File: src/rtl/stage_skid_reg_pkg.sv
// rtl/stage_skid_reg_pkg.sv - shared pipeline stage state type and payload widths
package stage_skid_reg_pkg;

    localparam int IFID_W  = 96;
    localparam int IDEX_W  = 341;
    localparam int EXMEM_W = 206;

    // Encoding doubles as the held-entry count.
    typedef enum logic [1:0] {
        STG_EMPTY = 2'd0,
        STG_ONE   = 2'd1,
        STG_TWO   = 2'd2
    } stg_state_e;

    function automatic logic [1:0] stg_count(stg_state_e s);
        case (s)
            STG_ONE: return 2'd1;
            STG_TWO: return 2'd2;
            default: return 2'd0;
        endcase
    endfunction

endpackage

File: src/rtl/stage_skid_reg_sat_counter.sv
// rtl/stage_skid_reg_sat_counter.sv - saturating event counter with synchronous clear
module sat_counter #(
    parameter int W = 16
) (
    input  logic         clk,
    input  logic         rst,
    input  logic         clr,
    input  logic         inc,
    output logic [W-1:0] q
);

    logic [W-1:0] q_q;
    logic [W-1:0] q_d;

    always_comb begin
        q_d = q_q;
        if (clr) begin
            q_d = '0;
        end else if (inc && (q_q != {W{1'b1}})) begin
            q_d = q_q + W'(1);
        end
    end

    always_ff @(posedge clk) begin
        if (rst) begin
            q_q <= '0;
        end else begin
            q_q <= q_d;
        end
    end

    assign q = q_q;

endmodule

File: src/rtl/stage_skid_reg.sv
// rtl/stage_skid_reg.sv - valid/ready pipeline stage register with optional two-entry skid
module stage_skid_reg
    import stage_skid_reg_pkg::*;
#(
    parameter int               WIDTH     = IDEX_W,
    parameter logic [WIDTH-1:0] RESET_VAL = '0,
    parameter bit               SKID      = 1'b1,
    parameter int               CNT_W     = 16
) (
    input  logic             clk,
    input  logic             rst,
    input  logic             flush,
    input  logic             in_valid,
    output logic             in_ready,
    input  logic [WIDTH-1:0] in_data,
    output logic             out_valid,
    input  logic             out_ready,
    output logic [WIDTH-1:0] out_data,
    output logic [1:0]       count,
    input  logic             stat_clr,
    output logic [CNT_W-1:0] bp_cycles
);

    stg_state_e       state_q;
    stg_state_e       state_d;
    logic [WIDTH-1:0] main_q;
    logic [WIDTH-1:0] main_d;
    logic [WIDTH-1:0] skid_q;
    logic [WIDTH-1:0] skid_d;
    logic             in_fire;
    logic             out_fire;

    assign out_valid = (state_q != STG_EMPTY);
    assign out_data  = main_q;
    assign count     = stg_count(state_q);
    assign in_fire   = in_valid & in_ready;
    assign out_fire  = out_valid & out_ready;

    generate
        if (SKID) begin : g_skid_ready
            // Registered ready: only depends on held state.
            assign in_ready = (state_q != STG_TWO) & ~rst;
        end else begin : g_flop_ready
            assign in_ready = (~out_valid | out_ready) & ~rst;
        end
    endgenerate

    always_comb begin
        state_d = state_q;
        main_d  = main_q;
        skid_d  = skid_q;
        case (state_q)
            STG_EMPTY: begin
                if (in_fire) begin
                    main_d  = in_data;
                    state_d = STG_ONE;
                end
            end
            STG_ONE: begin
                if (in_fire && out_fire) begin
                    main_d = in_data;
                end else if (out_fire) begin
                    main_d  = RESET_VAL;
                    state_d = STG_EMPTY;
                end else if (in_fire && SKID) begin
                    skid_d  = in_data;
                    state_d = STG_TWO;
                end
            end
            STG_TWO: begin
                if (out_fire) begin
                    main_d  = skid_q;
                    skid_d  = RESET_VAL;
                    state_d = STG_ONE;
                end
            end
            default: begin
                main_d  = RESET_VAL;
                skid_d  = RESET_VAL;
                state_d = STG_EMPTY;
            end
        endcase
        // Interface transfers still happen; only the held contents are killed.
        if (flush) begin
            main_d  = RESET_VAL;
            skid_d  = RESET_VAL;
            state_d = STG_EMPTY;
        end
    end

    always_ff @(posedge clk) begin
        if (rst) begin
            state_q <= STG_EMPTY;
            main_q  <= RESET_VAL;
            skid_q  <= RESET_VAL;
        end else begin
            state_q <= state_d;
            main_q  <= main_d;
            skid_q  <= SKID ? skid_d : RESET_VAL;
        end
    end

    sat_counter #(
        .W(CNT_W)
    ) u_bp_cnt (
        .clk (clk),
        .rst (rst),
        .clr (stat_clr),
        .inc (out_valid & ~out_ready),
        .q   (bp_cycles)
    );

endmodule
File: config.mk
export PLATFORM = sky130hd
export DESIGN_NAME = stage_skid_reg
export DESIGN_NICKNAME = d
export VERILOG_FILES = /design/src/rtl/stage_skid_reg_pkg.sv /design/src/rtl/stage_skid_reg_sat_counter.sv /design/src/rtl/stage_skid_reg.sv
export SDC_FILE = /design/constraint.sdc
export NUM_CORES = 1
export LEC_CHECK = 0
export ABC_AREA = 1
export CORE_AREA = 3 3 272 274
export CTS_BUF_LIST = sky130_fd_sc_hd__clkbuf_4 sky130_fd_sc_hd__clkbuf_8 sky130_fd_sc_hd__clkbuf_16
export DETAILED_ROUTE_END_ITERATION = 8
export DIE_AREA = 0 0 275 277
export GPL_ROUTABILITY_DRIVEN = 0
export PLACE_DENSITY = 0.71
export SYNTH_ARGS = -nofsm -noshare
export SYNTH_HDL_FRONTEND = slang
export SYNTH_SLANG_ARGS = --single-unit
File: constraint.sdc
create_clock -name clk -period 2.9 [get_ports clk]
set_clock_uncertainty 0.15 [all_clocks]
set_input_delay 0.58 -clock clk [delete_from_list [all_inputs] [get_ports clk]]
set_output_delay 0.58 -clock clk [all_outputs]
set_load 0.01 [all_outputs]
* After elaboration in Yosys (flattened, before gate mapping)
Cells that the tools add are included.
** Cells by class
- Reductions and logical operators :: 9
- Muxes and demuxes :: 15
- Eq/ne operators :: 11
- Add/subtract/negate cells :: 1
- Bitwise gates (word level) :: 7
** Operator list (count)
- $mux W341 :: 6
- $pmux W341 S3 :: 2
- $add A16 B1 Y16 const B :: 1
- $ne A16 B16 Y1 const B :: 1
- $ne A2 B2 Y1 const B :: 6
- $mux W2 :: 5
- $ne A3 B3 Y1 const B :: 2
- $pmux W2 S3 :: 1
- $reduce_and A5 Y1 :: 1
- $and A1 B1 Y1 :: 4
- $pmux W2 S2 :: 1
- $reduce_and A4 Y1 :: 1
- $reduce_or A2 Y1 :: 2
- $not A1 Y1 :: 3
- $reduce_and A3 Y1 :: 1
- $eq A2 B1 Y1 const B :: 1
- $eq A2 B2 Y1 const B :: 1
- $logic_and A1 B1 Y1 :: 2
- $logic_not A2 Y1 :: 1
- $reduce_bool A2 Y1 :: 1
** Word-level totals
- Output and inout bits :: 361
- Input port bits :: 347
- Bits in registers :: 700
- Logic and storage cells :: 47

* Logic depth before layout (Yosys ltp)
- Depth after elaboration :: 7
- Gate-level depth with buffers :: 11
- Mapped depth without buffers :: 9

* Hierarchy
From an unflattened synthesis, not the netlist that was laid out.
** Second synthesis, totals
- Cells, all modules :: 5441
- Area, all modules :: 33857.5 um^2
** Modules (own cells, without submodules)
- stage_skid_reg :: seq. area each 13693.1 um^2, area an instance 32852.8 um^2, cells each 5285, instances 1
- sat_counter :: seq. area each 320.3 um^2, area an instance 1004.7 um^2, cells each 156, instances 1

* Worst setup path after synthesis
Ideal clock, no wire load.
- Path kind :: register to register
- From :: reg u_bp_cnt.q_q[0] (netlist: u_bp_cnt.q[0])
- To :: reg u_bp_cnt.q_q[0] (netlist: u_bp_cnt.q[0])
- Buffers on the path :: 1
- Clock period less this slack :: 2004 ps
- Data required time :: 2634 ps
- Stages on the path, launching flop included :: 10
- Setup time :: 116 ps
- Data arrival time :: 1738 ps
- Setup slack :: 896 ps
- Path through :: dfxtp_1 -> ha_1 -> nand3_1 -> inv_1 -> nand2_1 -> o21ai_1 -> inv_1 -> buf_2 -> nor2_1 -> nor2_1
** On the way
- Longest elaborated chain between the ends :: 2
- Elaborated cells on any way between the ends :: 3
- Classes of those cells :: 1 x add/sub; 1 x eq/ne; 1 x reduce/logical
** Ends and longest elaborated chain
- start: declaration :: RTL line stage_skid_reg_sat_counter.sv:12 : logic [W-1:0] q_q;
- start signal: assignment :: RTL line stage_skid_reg_sat_counter.sv:28 : q_q <= q_d;
- parallel branches: the longest is 2 deep, another holds $add A16 B1 Y16
Several ways; the timed one is not identified.
A chain may end at the register's enable or synchronous reset.

* Worst setup path in the final report
- From :: reg state_q[0]
- To :: out count[1]
** On the way
- Longest elaborated chain between the ends :: 2
- Elaborated cells on any way between the ends :: 3
- Classes of those cells :: 2 x eq/ne; 1 x mux
** Ends and longest elaborated chain
- start: declaration :: RTL line stage_skid_reg.sv:24 : stg_state_e state_q;
- start signal: assignment :: RTL line stage_skid_reg.sv:97 : state_q <= state_d;
- $eq A2 B2 Y1 / $eq A2 B1 Y1 (equally long branches) :: RTL line stage_skid_reg_pkg.sv:16 : case (s)
- $pmux W2 S2 (*) :: RTL line stage_skid_reg_pkg.sv:16
- end: declaration :: RTL line stage_skid_reg.sv:19 : output logic [1:0] count,
Every way passes the cells marked *; elsewhere a longest branch is shown, timed or not.

==> summary.md <==
| Metric | Value |
|---|---|
| # clock sinks | `700` |
| Number of setup violations in the final report | `0` |
| Gr ovfl total | `0` |
| DRC errors left | `0` |
| Hold Fails Final Rpt | `0` |
| Final ANT Viol Nets | `0` |
| Post-route setup TNS | `0 ns` |
| Share of layout cells above drive strength 1 | `4.55%` |
| Finished Core Util | `62.3%` |
| Min-Delay Path Class | `reg -> reg` |
| Worst setup EP type | `output port` |
| Total die area | `76,200 sq um` |
| Vias post-DR | `36,800` |
| Syn Area/Cell | `6.27 sq um` |
| Total power | `23.1 mW` |
| First-pass GRT wire length | `191,000 um` |
| FILL cells | `6,668` |
| Crit-path max FO | `27` |
| Synth Area in XOR/XNOR | `0.156%` |
| Kind of critical path | `reg -> out` |
| Period utilisation layout | `95.6%` |
| Synth top area share | `41.5%` |
| Final setup margin | `0.126 ns` |
| Dpl hpwl | `80,500 um` |
| Row Count | `98` |
| Synth area leader | `dfxtp_1` |
| Maximum Capacitance Violations | `0` |
| Horiz. Die Dim | `275 um` |
| Syn Inst Count | `5,385` |
| Gr usage total | `31.0%` |
| Area growth syn-to-layout | `32.2%` |
| CTS max path bufs | `3` |
| Max-slew headroom at the worst pin | `34.9%` |
| DP Cell Count | `6,737` |
| Post-synthesis mux area share | `0%` |
| Syn nets | `5,733` |
| Final instance area | `44,600 sq um` |
| Die height | `277 um` |
| Max rail drop VDD | `408 uV` |
| Router iterations before antenna repair | `8` |
| Status | `finished clean` |
| Nets | `6,214` |
| Max Clock Freq | `361 MHz` |
| Critical path startpoint category | `flip-flop` |
| Largest net degree at the start of global routing | `166` |
| Leak pwr | `17.4 nW` |
| Post-CTS Setup Inserts | `0` |
| RSZ-0062 raised after global routing | `no` |
| Slew Viols, Final | `0` |
| Synth area leaders | `dfxtp_1, nand2_1, a21oi_1` |
| Measured slew at the worst slew-check pin | `0.976 ns` |
| Compound-Gate Fraction of Synth Area | `10.7%` |
| Detailed Route Iter0 Violations | `3,412` |
| CTS tree | `built` |
| H-tree levels | `3` |
| #FFs+latches synth | `700` |
| I/O Pins | `708` |
| Hold Buf Count CTS | `0` |
| Via density | `5.34` |
| Vias in the first global route | `33,500` |
| Post-DR wirelength/cell | `18.0 um` |
| CTS-repair resized insts | `2` |
| Post-synthesis sequential area ratio | `41.5%` |
| CP required | `2.17 ns` |
| Worst-path clk slew | `0.06 ns` |
| Worst skew pair latency | `0.62 ns` |
| Final WL | `124,000 um` |
| Cts bufs inserted | `77` |
| Ys Warns | `0` |
| Worst hold slack | `0.309 ns` |
| Arrival @ worst endpoint | `2.04 ns` |
| Setup WS pre-CTS | `0.0533 ns` |
| Post-Synth Simple-Gate Area | `38.0%` |
| Yosys cell types | `24` |
| Placed cell areas | `41,900 sq um` |
| Largest family of logic cells by synthesized area | `simple AND/OR/NAND/NOR gates` |
| Antenna violations before repair | `28` |
| Min cycle time layout | `2.77 ns` |
| Core ar. | `71,600 sq um` |
| Adder-Cell Fraction of Synth Area | `0.0371%` |
| I/O Buffers | `707` |
| Root Buffer | `clkbuf_16` |
| Reg-to-reg slack, setup | `0.51 ns` |
| Final instance count without filler cells | `6,904` |
| Initial Utilization | `47.1%` |
| Mapped Area | `33,800 sq um` |
| Pwr Density | `517 nW/um^2` |
[layout by cell type, fill, tap and decap left out]
cell type        count
nand2_1           2119
clkdlybuf4s50_1    706
dfxtp_1            698
a21oi_1            697
nand3_1            665
inv_1              366
nor2_1             350
clkbuf_16           80
buf_12              64
buf_4               45
nand4_1             26
diode_2             25
o21ai_0             22
clkinv_2            22
clkbuf_4            18
clkbuf_8            10
bufinv_16            7
nor2_4               5
inv_8                4
xnor2_1              4
nand2_8              3
xor2_1               2
inv_6                2
dfxtp_2              2
inv_2                1
nand2_4              1
inv_4                1
nand3_2              1
o21ai_1              1
nor3_1               1
o21bai_4             1
ha_1                 1
clkinv_16            1
clkinv_4             1
clkinvlp_4           1
dlymetal6s2s_1       1
[cell usage after synthesis]
library cell / instances
dfxtp_1: 700
nand4_1: 26
nand3_2: 1
o21ai_0: 22
o21bai_1: 1
inv_1: 367
nand2_2: 3
nor2_1: 351
a21oi_1: 697
nand2_4: 1
buf_4: 12
nor2_4: 2
buf_2: 184
clkbuf_1: 196
buf_1: 22
ha_1: 1
xnor2_1: 4
o21ai_1: 1
nor2_2: 2
nor3_1: 1
nand2_1: 2119
nand3_1: 665
inv_2: 5
xor2_1: 2
[kinds of logic after synthesis]
family          Yosys count
buf+inv                 786
simple gates           3171
compound gates          721
fa+ha+maj                 1
flops                   700
xor+xnor                  6
[path summary, 6_finish.rpt]
kind	startpoint	endpoint	cells past startpoint
setup / recovery	state_q[0]	count[1]	4
hold / removal	skid_q[1]	skid_q[1]	2
setup reg to reg	state_q[0]	skid_q[174]	8
hold reg to reg	skid_q[1]	skid_q[1]	2
[worst max-delay path: stages (launching register included)]
cell,delay [ns]
dfxtp_2,0.34
inv_2,0.16
nand2_4,0.13
inv_8,0.21
clkdlybuf4s50_1,0.58
[registers in the layout (all words and copies together), names as in the netlist]
register / cells
out_data: 341
skid_q: 341
state_q: 2
u_bp_cnt.q: 16
[where the power goes]
part | switching (mW) | internal (mW) | total, mW
logic | 1.72 | 1.23 | 2.95
registers | 0.100 | 9.76 | 9.86
clock network | 4.15 | 6.13 | 10.3
total | 5.97 | 17.1 | 23.1
[layout make-up]
type	count	area, sq um	share of cell area (%)
diodes	25	62.6	0.140
clock buffers	108	2270	5.10
clock inverters	34	384	0.860
inverters	372	1430	3.20
repair buffers	816	8700	19.5
multi-input cells	3899	16600	37.2
well taps	950	1190	2.66
flip-flops and latches	700	14000	31.4
[per-layer routing]
layer	vias to the layer above	GRT usage, %	wire length, um
li1	18000	-	-
met1	17200	40.3	50200
met2	1411	49.8	58600
met3	240	6.48	10300
met4	10	13.2	4870
met5	-	0	77
(Power assumes the default switching activity.)
